### config.mk
export PLATFORM = sky130hd
export DESIGN_NAME = fifo_rd_stream_flat
export DESIGN_NICKNAME = d
export VERILOG_FILES = /design/src/rtl/fifo_rd_stream_pkg.sv /design/src/rtl/fifo_rd_stream_if.sv /design/src/rtl/fifo_rd_stream_rd_skid_buf.sv /design/src/rtl/fifo_rd_stream.sv /design/src/flat_wrapper.sv
export SDC_FILE = /design/constraint.sdc
export NUM_CORES = 1
export LEC_CHECK = 0
export BUFFER_PORTS_ARGS = -buffer_cell sky130_fd_sc_hd__buf_2
export CORE_AREA = 2 2 72 57
export DETAILED_ROUTE_END_ITERATION = 6
export DIE_AREA = 0 0 74 59
export GPL_ROUTABILITY_DRIVEN = 0
export PLACE_DENSITY_LB_ADDON = 0.08
export SYNTH_ARGS = -nofsm -noshare
export SYNTH_HDL_FRONTEND = slang
export SYNTH_SLANG_ARGS = --single-unit
export TNS_END_PERCENT = 50
### constraint.sdc
create_clock -name clk -period 2.73 [get_ports clk]
set_clock_uncertainty 0.1 [all_clocks]
set_input_delay 0.1365 -clock clk [delete_from_list [all_inputs] [get_ports clk]]
set_output_delay 0.1365 -clock clk [all_outputs]
set_load 0.1 [all_outputs]
### src/rtl/fifo_rd_stream_pkg.sv
// Shared types and constants for the FIFO-to-stream read path.
package fifo_rd_pkg;

   localparam int unsigned BUF_DEPTH = 2;
   localparam int unsigned OCC_W     = 2;

   typedef enum logic [1:0] {
      IDLE  = 2'd0,
      RUN   = 2'd1,
      DRAIN = 2'd2
   } rd_state_t;

   // True when the buffer still has a free slot once the in-flight word
   // lands and this cycle's transfer (if any) leaves.
   function automatic logic room_after(input logic [OCC_W-1:0] occ,
                                       input logic             pend,
                                       input logic             xfer);
      logic [OCC_W:0] fill;
      fill = {1'b0, occ} + {{OCC_W{1'b0}}, pend} - {{OCC_W{1'b0}}, xfer};
      return fill < (OCC_W+1)'(BUF_DEPTH);
   endfunction

endpackage

### src/rtl/fifo_rd_stream_if.sv
// FIFO pop side and outgoing stream handshake bundled for fifo_rd_stream.
interface fifo_rd_stream_if #(
   parameter int unsigned DWIDTH = 8
);
   logic              fifo_empty;
   logic [DWIDTH-1:0] fifo_dout;
   logic              fifo_pop;
   logic              m_valid;
   logic [DWIDTH-1:0] m_data;
   logic              m_ready;

   modport master (
      input  fifo_empty, fifo_dout, m_ready,
      output fifo_pop, m_valid, m_data
   );

   modport slave (
      output fifo_empty, fifo_dout, m_ready,
      input  fifo_pop, m_valid, m_data
   );
endinterface

### src/rtl/fifo_rd_stream_rd_skid_buf.sv
// Two-entry in-order holding buffer; entry 0 is always the oldest word.
module rd_skid_buf
   import fifo_rd_pkg::*;
#(
   parameter int unsigned DWIDTH = 8
) (
   input  logic              clk,
   input  logic              rstn,
   input  logic              push,
   input  logic [DWIDTH-1:0] din,
   input  logic              pop,
   output logic [DWIDTH-1:0] dout,
   output logic [OCC_W-1:0]  occ
);

   logic [DWIDTH-1:0] ent0;
   logic [DWIDTH-1:0] ent1;

   always_ff @(posedge clk or negedge rstn) begin
      if (!rstn) begin
         ent0 <= '0;
         ent1 <= '0;
         occ  <= '0;
      end else begin
         case ({push, pop})
            2'b10: begin
               if (occ == '0) ent0 <= din;
               else           ent1 <= din;
               occ <= occ + OCC_W'(1);
            end
            2'b01: begin
               ent0 <= ent1;
               occ  <= occ - OCC_W'(1);
            end
            2'b11: begin
               // Head leaves while a word arrives: occupancy is unchanged.
               if (occ == OCC_W'(BUF_DEPTH)) begin
                  ent0 <= ent1;
                  ent1 <= din;
               end else begin
                  ent0 <= din;
               end
            end
            default: ;
         endcase
      end
   end

   assign dout = ent0;

endmodule

### src/rtl/fifo_rd_stream.sv
// Pops a FIFO whose read data lags the pop by one cycle and presents the
// words as a valid/ready stream without drops, repeats or reordering.
module fifo_rd_stream
   import fifo_rd_pkg::*;
#(
   parameter int unsigned DWIDTH = 8,
   parameter int unsigned CNT_W  = 16
) (
   input  logic                clk,
   input  logic                rstn,
   input  logic                en,
   fifo_rd_stream_if.master    bus,
   output logic                busy,
   output logic [CNT_W-1:0]    xfer_cnt
);

   rd_state_t         state;
   rd_state_t         state_nxt;
   logic              pend;
   logic [OCC_W-1:0]  occ;
   logic              xfer;
   logic              pop_req;
   logic [DWIDTH-1:0] buf_dout;

   assign bus.m_valid = (occ != '0);
   assign bus.m_data  = buf_dout;
   assign xfer        = bus.m_valid & bus.m_ready;

   // Pend covers the one-cycle gap between an accepted pop and its data.
   assign pop_req = (state == RUN) & en & ~bus.fifo_empty &
                    room_after(occ, pend, xfer);
   assign bus.fifo_pop = pop_req;
   assign busy         = (state != IDLE);

   always_ff @(posedge clk or negedge rstn) begin
      if (!rstn) state <= IDLE;
      else       state <= state_nxt;
   end

   always_comb begin
      state_nxt = state;
      case (state)
         IDLE: begin
            if (en) state_nxt = RUN;
         end
         RUN: begin
            if (!en) state_nxt = ((occ != '0) || pend) ? DRAIN : IDLE;
         end
         DRAIN: begin
            if (en)                          state_nxt = RUN;
            else if ((occ == '0) && !pend)   state_nxt = IDLE;
         end
         default: state_nxt = IDLE;
      endcase
   end

   always_ff @(posedge clk or negedge rstn) begin
      if (!rstn) begin
         pend     <= 1'b0;
         xfer_cnt <= '0;
      end else begin
         pend <= pop_req & ~bus.fifo_empty;
         if (xfer) xfer_cnt <= xfer_cnt + CNT_W'(1);
      end
   end

   rd_skid_buf #(
      .DWIDTH (DWIDTH)
   ) u_buf (
      .clk  (clk),
      .rstn (rstn),
      .push (pend),
      .din  (bus.fifo_dout),
      .pop  (xfer),
      .dout (buf_dout),
      .occ  (occ)
   );

endmodule

### src/flat_wrapper.sv
// flat-port wrapper written by rule: the top's interface ports become plain ports
module fifo_rd_stream_flat import fifo_rd_pkg::*;
#(
   parameter int unsigned DWIDTH = 8,
   parameter int unsigned CNT_W  = 16
)
  (clk, rstn, en, busy, xfer_cnt, bus_fifo_empty, bus_fifo_dout, bus_m_ready, bus_fifo_pop, bus_m_valid, bus_m_data);
  fifo_rd_stream_if #(.DWIDTH(DWIDTH)) bus_i ();
  input  logic clk;
  input  logic rstn;
  input  logic en;
  output logic busy;
  output logic [CNT_W-1:0] xfer_cnt;
  input wire logic [$bits(bus_i.fifo_empty)-1:0] bus_fifo_empty;
  input wire logic [$bits(bus_i.fifo_dout)-1:0] bus_fifo_dout;
  input wire logic [$bits(bus_i.m_ready)-1:0] bus_m_ready;
  output wire logic [$bits(bus_i.fifo_pop)-1:0] bus_fifo_pop;
  output wire logic [$bits(bus_i.m_valid)-1:0] bus_m_valid;
  output wire logic [$bits(bus_i.m_data)-1:0] bus_m_data;
  assign bus_i.fifo_empty = bus_fifo_empty;
  assign bus_i.fifo_dout = bus_fifo_dout;
  assign bus_i.m_ready = bus_m_ready;
  assign bus_fifo_pop = bus_i.fifo_pop;
  assign bus_m_valid = bus_i.m_valid;
  assign bus_m_data = bus_i.m_data;
  fifo_rd_stream #(.DWIDTH(DWIDTH), .CNT_W(CNT_W)) u_core (.clk(clk), .rstn(rstn), .en(en), .bus(bus_i), .busy(busy), .xfer_cnt(xfer_cnt));
endmodule
==> summary.md <==
| Metric | Value |
|---|---|
| Mapped Nets | `167` |
| Compound-Gate Fraction of Synth Area | `10.0%` |
| Die Wd | `74 um` |
| Initial antenna violation count | `0` |
| Top-area cell type share of the netlist area | `52.7%` |
| Vias in the first global route | `about 1,200` |
| Layout area overhead | `25.9%` |
| H-tree levels | `2` |
| Slowest cell delay on critical path | `~0.5 ns` |
| HP Class | `input port to flip-flop` |
| Yosys warning total | `0` |
| Combinational family with the most area after synthesis | `simple AND/OR/NAND/NOR gates` |
| Commonest cells in the netlist | `37 x dfrtp_1, 13 x inv_1, 11 x xnor2_1` |
| Path type of the worst setup path | `flip-flop to output pin` |
| Final Instance Area | `between 0.002 and 0.0025 mm2` |
| Detailed Routing Iterations Pass 1 | `4` |
| Initial DRC count | `between 60 and 70` |
| Die ar. | `0.00437 mm2` |
| Detailed-route wire length | `3430 um` |
| Core outline area | `around 0.0036 mm2` |
| Fin. max-slew vios | `0` |
| Data required time of the worst path | `2.49 ns` |
| Mux cell area share after synthesis | `a little under 6%` |
| Yosys top cell by area | `dfrtp_1` |
| Post-Synth Simple-Gate Area | `between 10% and 20%` |
| Synth Area in Adders | `4.70%` |
| # port buffers | `39` |
| Post-synthesis register bit count | `37` |
| Synth Flop Type | `dfrtp_1` |
| Synth area leaders | `dfrtp_1 53%, mux2_2 5.8%, xnor2_1 5.5%, a221oi_1 4.0%, xor2_1 4.0%` |
| DR vias/cell | `approximately 5` |
| Post-synth EDFFs | `0` |
| Post-Place Setup Slack | `~0.29 ns` |
| Final net count | `between 200 and 250` |
| Clk_lat worst skew | `~0.28 ns` |
| Final Critical Period | `between 2 and 3 ns` |
| All-Layer GR Usage | `17.5%` |
| Critical R2R Launch | `u_core.u_buf.occ[0]` |
| Via count | `1,258` |
| Syn Inst Count | `approximately 150` |
| Final setup vio count | `0` |
| CTS max path bufs | `2` |
| Max Fclk | `~380 MHz` |
| CTS buffer count | `5` |
| Setup TNS Final | `0 ns` |
| Area post-placement | `0.00202 mm2` |
| CP Data Arrival Time | `between 2 and 2.5 ns` |
| Setup crit end kind | `output pin` |
| Initial Util | `just under 50%` |
| XOR/XNOR share of the synthesized area | `under 10%` |
| Setup ws final | `0.0810 ns` |
| Rel. slew slack | `about 47%` |
| Io pins | `40` |
| DR DRC count | `0` |
| FP Rows | `19` |
| Ant. Diodes | `0` |
| Share of flip-flops with an asynchronous set or reset | `between 90% and 100%` |
| WL per Instance | `approximately 14 um` |
| Mapped Area | `approximately 0.0018 mm2` |
| Final-report hold violation count | `0` |
| Critical Path Start | `u_core.u_buf.occ[0]` |
| Die height | `just under 60 um` |
| CP Launch Type | `flip-flop` |
| Syn Area/Cell | `~12 um2` |
| GRT overflow | `0` |
| First-pass GRT wire length | `5620 um` |
| Worst Path Max Fanout | `7` |
| Post-route ant nets | `0` |
| Register area share after synthesis | `52.7%` |
| Tcrit/Tclk final | `a little over nine tenths` |
| Worst Tran Pin Value | `roughly 0.80 ns` |
| Hold wc startpoint | `bus_fifo_dout[0]` |
| Clock Pin Slew Worst Setup and Hold Paths | `0.07 ns` |
| DP Wirelength | `between 2000 and 2500 um` |
| CTS tree | `done` |
| Netlist cell types | `33` |
| Max cap viols | `0` |
| Cell breakdown of the critical path | `o21a_4 -> ha_4 -> or2b_1 -> fa_1 -> nand3_2 -> nor2_4 -> buf_12` |
| Clock Sinks | `37` |
| Pin count of the biggest net entering global routing | `38` |
| Status | `finished clean` |
| Most common cell in the synthesized netlist | `dfrtp_1` |
| Layout cells sized above 1 | `around 37%` |
| Root buffer cell | `clkbuf_8` |
| Critical-path top delay cell | `fa_1` |
[final timing paths]
check	to	slack [ns]	cells after the start
max in group asynchronous	u_core.u_buf.occ[1]	1.60	2
hold reg to reg	u_core.xfer_cnt[15]	0.37	1
setup reg to reg	u_core.pend	0.57	6
min in group asynchronous	u_core.u_buf.dout[2]	0.37	2
hold / removal	u_core.u_buf.ent1[0]	0.01	2
setup / recovery	bus_fifo_pop	0.08	7
[through the flow]
| step | std cells | hold WS [ns] | util, % |
|---|---|---|---|
| after global placement | 236 | 0.164 | 56.2 |
| final | 253 | 0.00984 | 61.6 |
| after detailed placement | 236 | 0.174 | 56.2 |
| after CTS | 248 | 0.00352 | 60.5 |
| after floorplan | 148 | -0.259 | - |
| after global routing | 253 | 0.00745 | 61.6 |
[final cells by class]
class / instances / area [um2]
clock inverters: 2 / 35.0
multi-input cells: 93 / 751
well taps: 52 / 65.1
fillers: 293 / 1380
clock buffers: 5 / 68.8
flip-flops and latches: 37 / 928
repair buffers: 51 / 313
inverters: 13 / 48.8
[layer usage]
layer,routed length (um),track usage [%]
met5,0,0
met3,140,4.59
met2,1570,26.4
met4,51,7.01
met1,1680,24.3
[logic make-up (layout without fill, tap and decap cells)]
group,after synthesis,in the layout
and+or+nand+nor,37,37
xor gates and xnor gates,19,19
adders and majority gates,6,6
muxes,9,9
DFF,37,37
AOI/OAI and AO/OA,22,22
buffers and inverters,18,71
[repair_timing]
action | in CTS | in global routing
resized for setup | 1 | 1
hold endpoints to repair | 42 | 0
pin swaps | 0 | 1
cloned | 0 | 0
setup buffers | 0 | 5
hold buffers | 5 | 0
setup endpoints to repair | 1 | 1
[registers in the layout, summed over array words and instances (netlist names)]
register and cells:
u_core.xfer_cnt 16, u_core.u_buf.dout 8, u_core.u_buf.occ 2, u_core.state 2, u_core.pend 1, u_core.u_buf.ent1 8
[worst max-delay path, delay by kind of cell, from the launching register on]
family / cells / cell delay, ns
adders and majority gates: 2 / 0.73
and+or+nand+nor: 3 / 0.49
DFF: 1 / 0.46
AOI/OAI and AO/OA: 1 / 0.27
buffers and inverters: 1 / 0.18
[placed cells by master, fill, tap and decap left out, types with 2 or more instances in the layout]
cell	count
nor2_1	8
a21oi_1	8
and3_1	3
ha_1	4
clkbuf_8	5
xnor2_1	11
inv_1	13
nand2_1	9
nand4_1	5
xor2_1	8
dfrtp_1	35
dlygate4sd3_1	5
dfrtp_2	2
a221oi_1	8
buf_4	7
nor3_1	2
mux2_2	9
buf_2	38
Power is not shown: default switching activity piles up to over one toggle a cycle in this logic, so the estimate is an artifact.
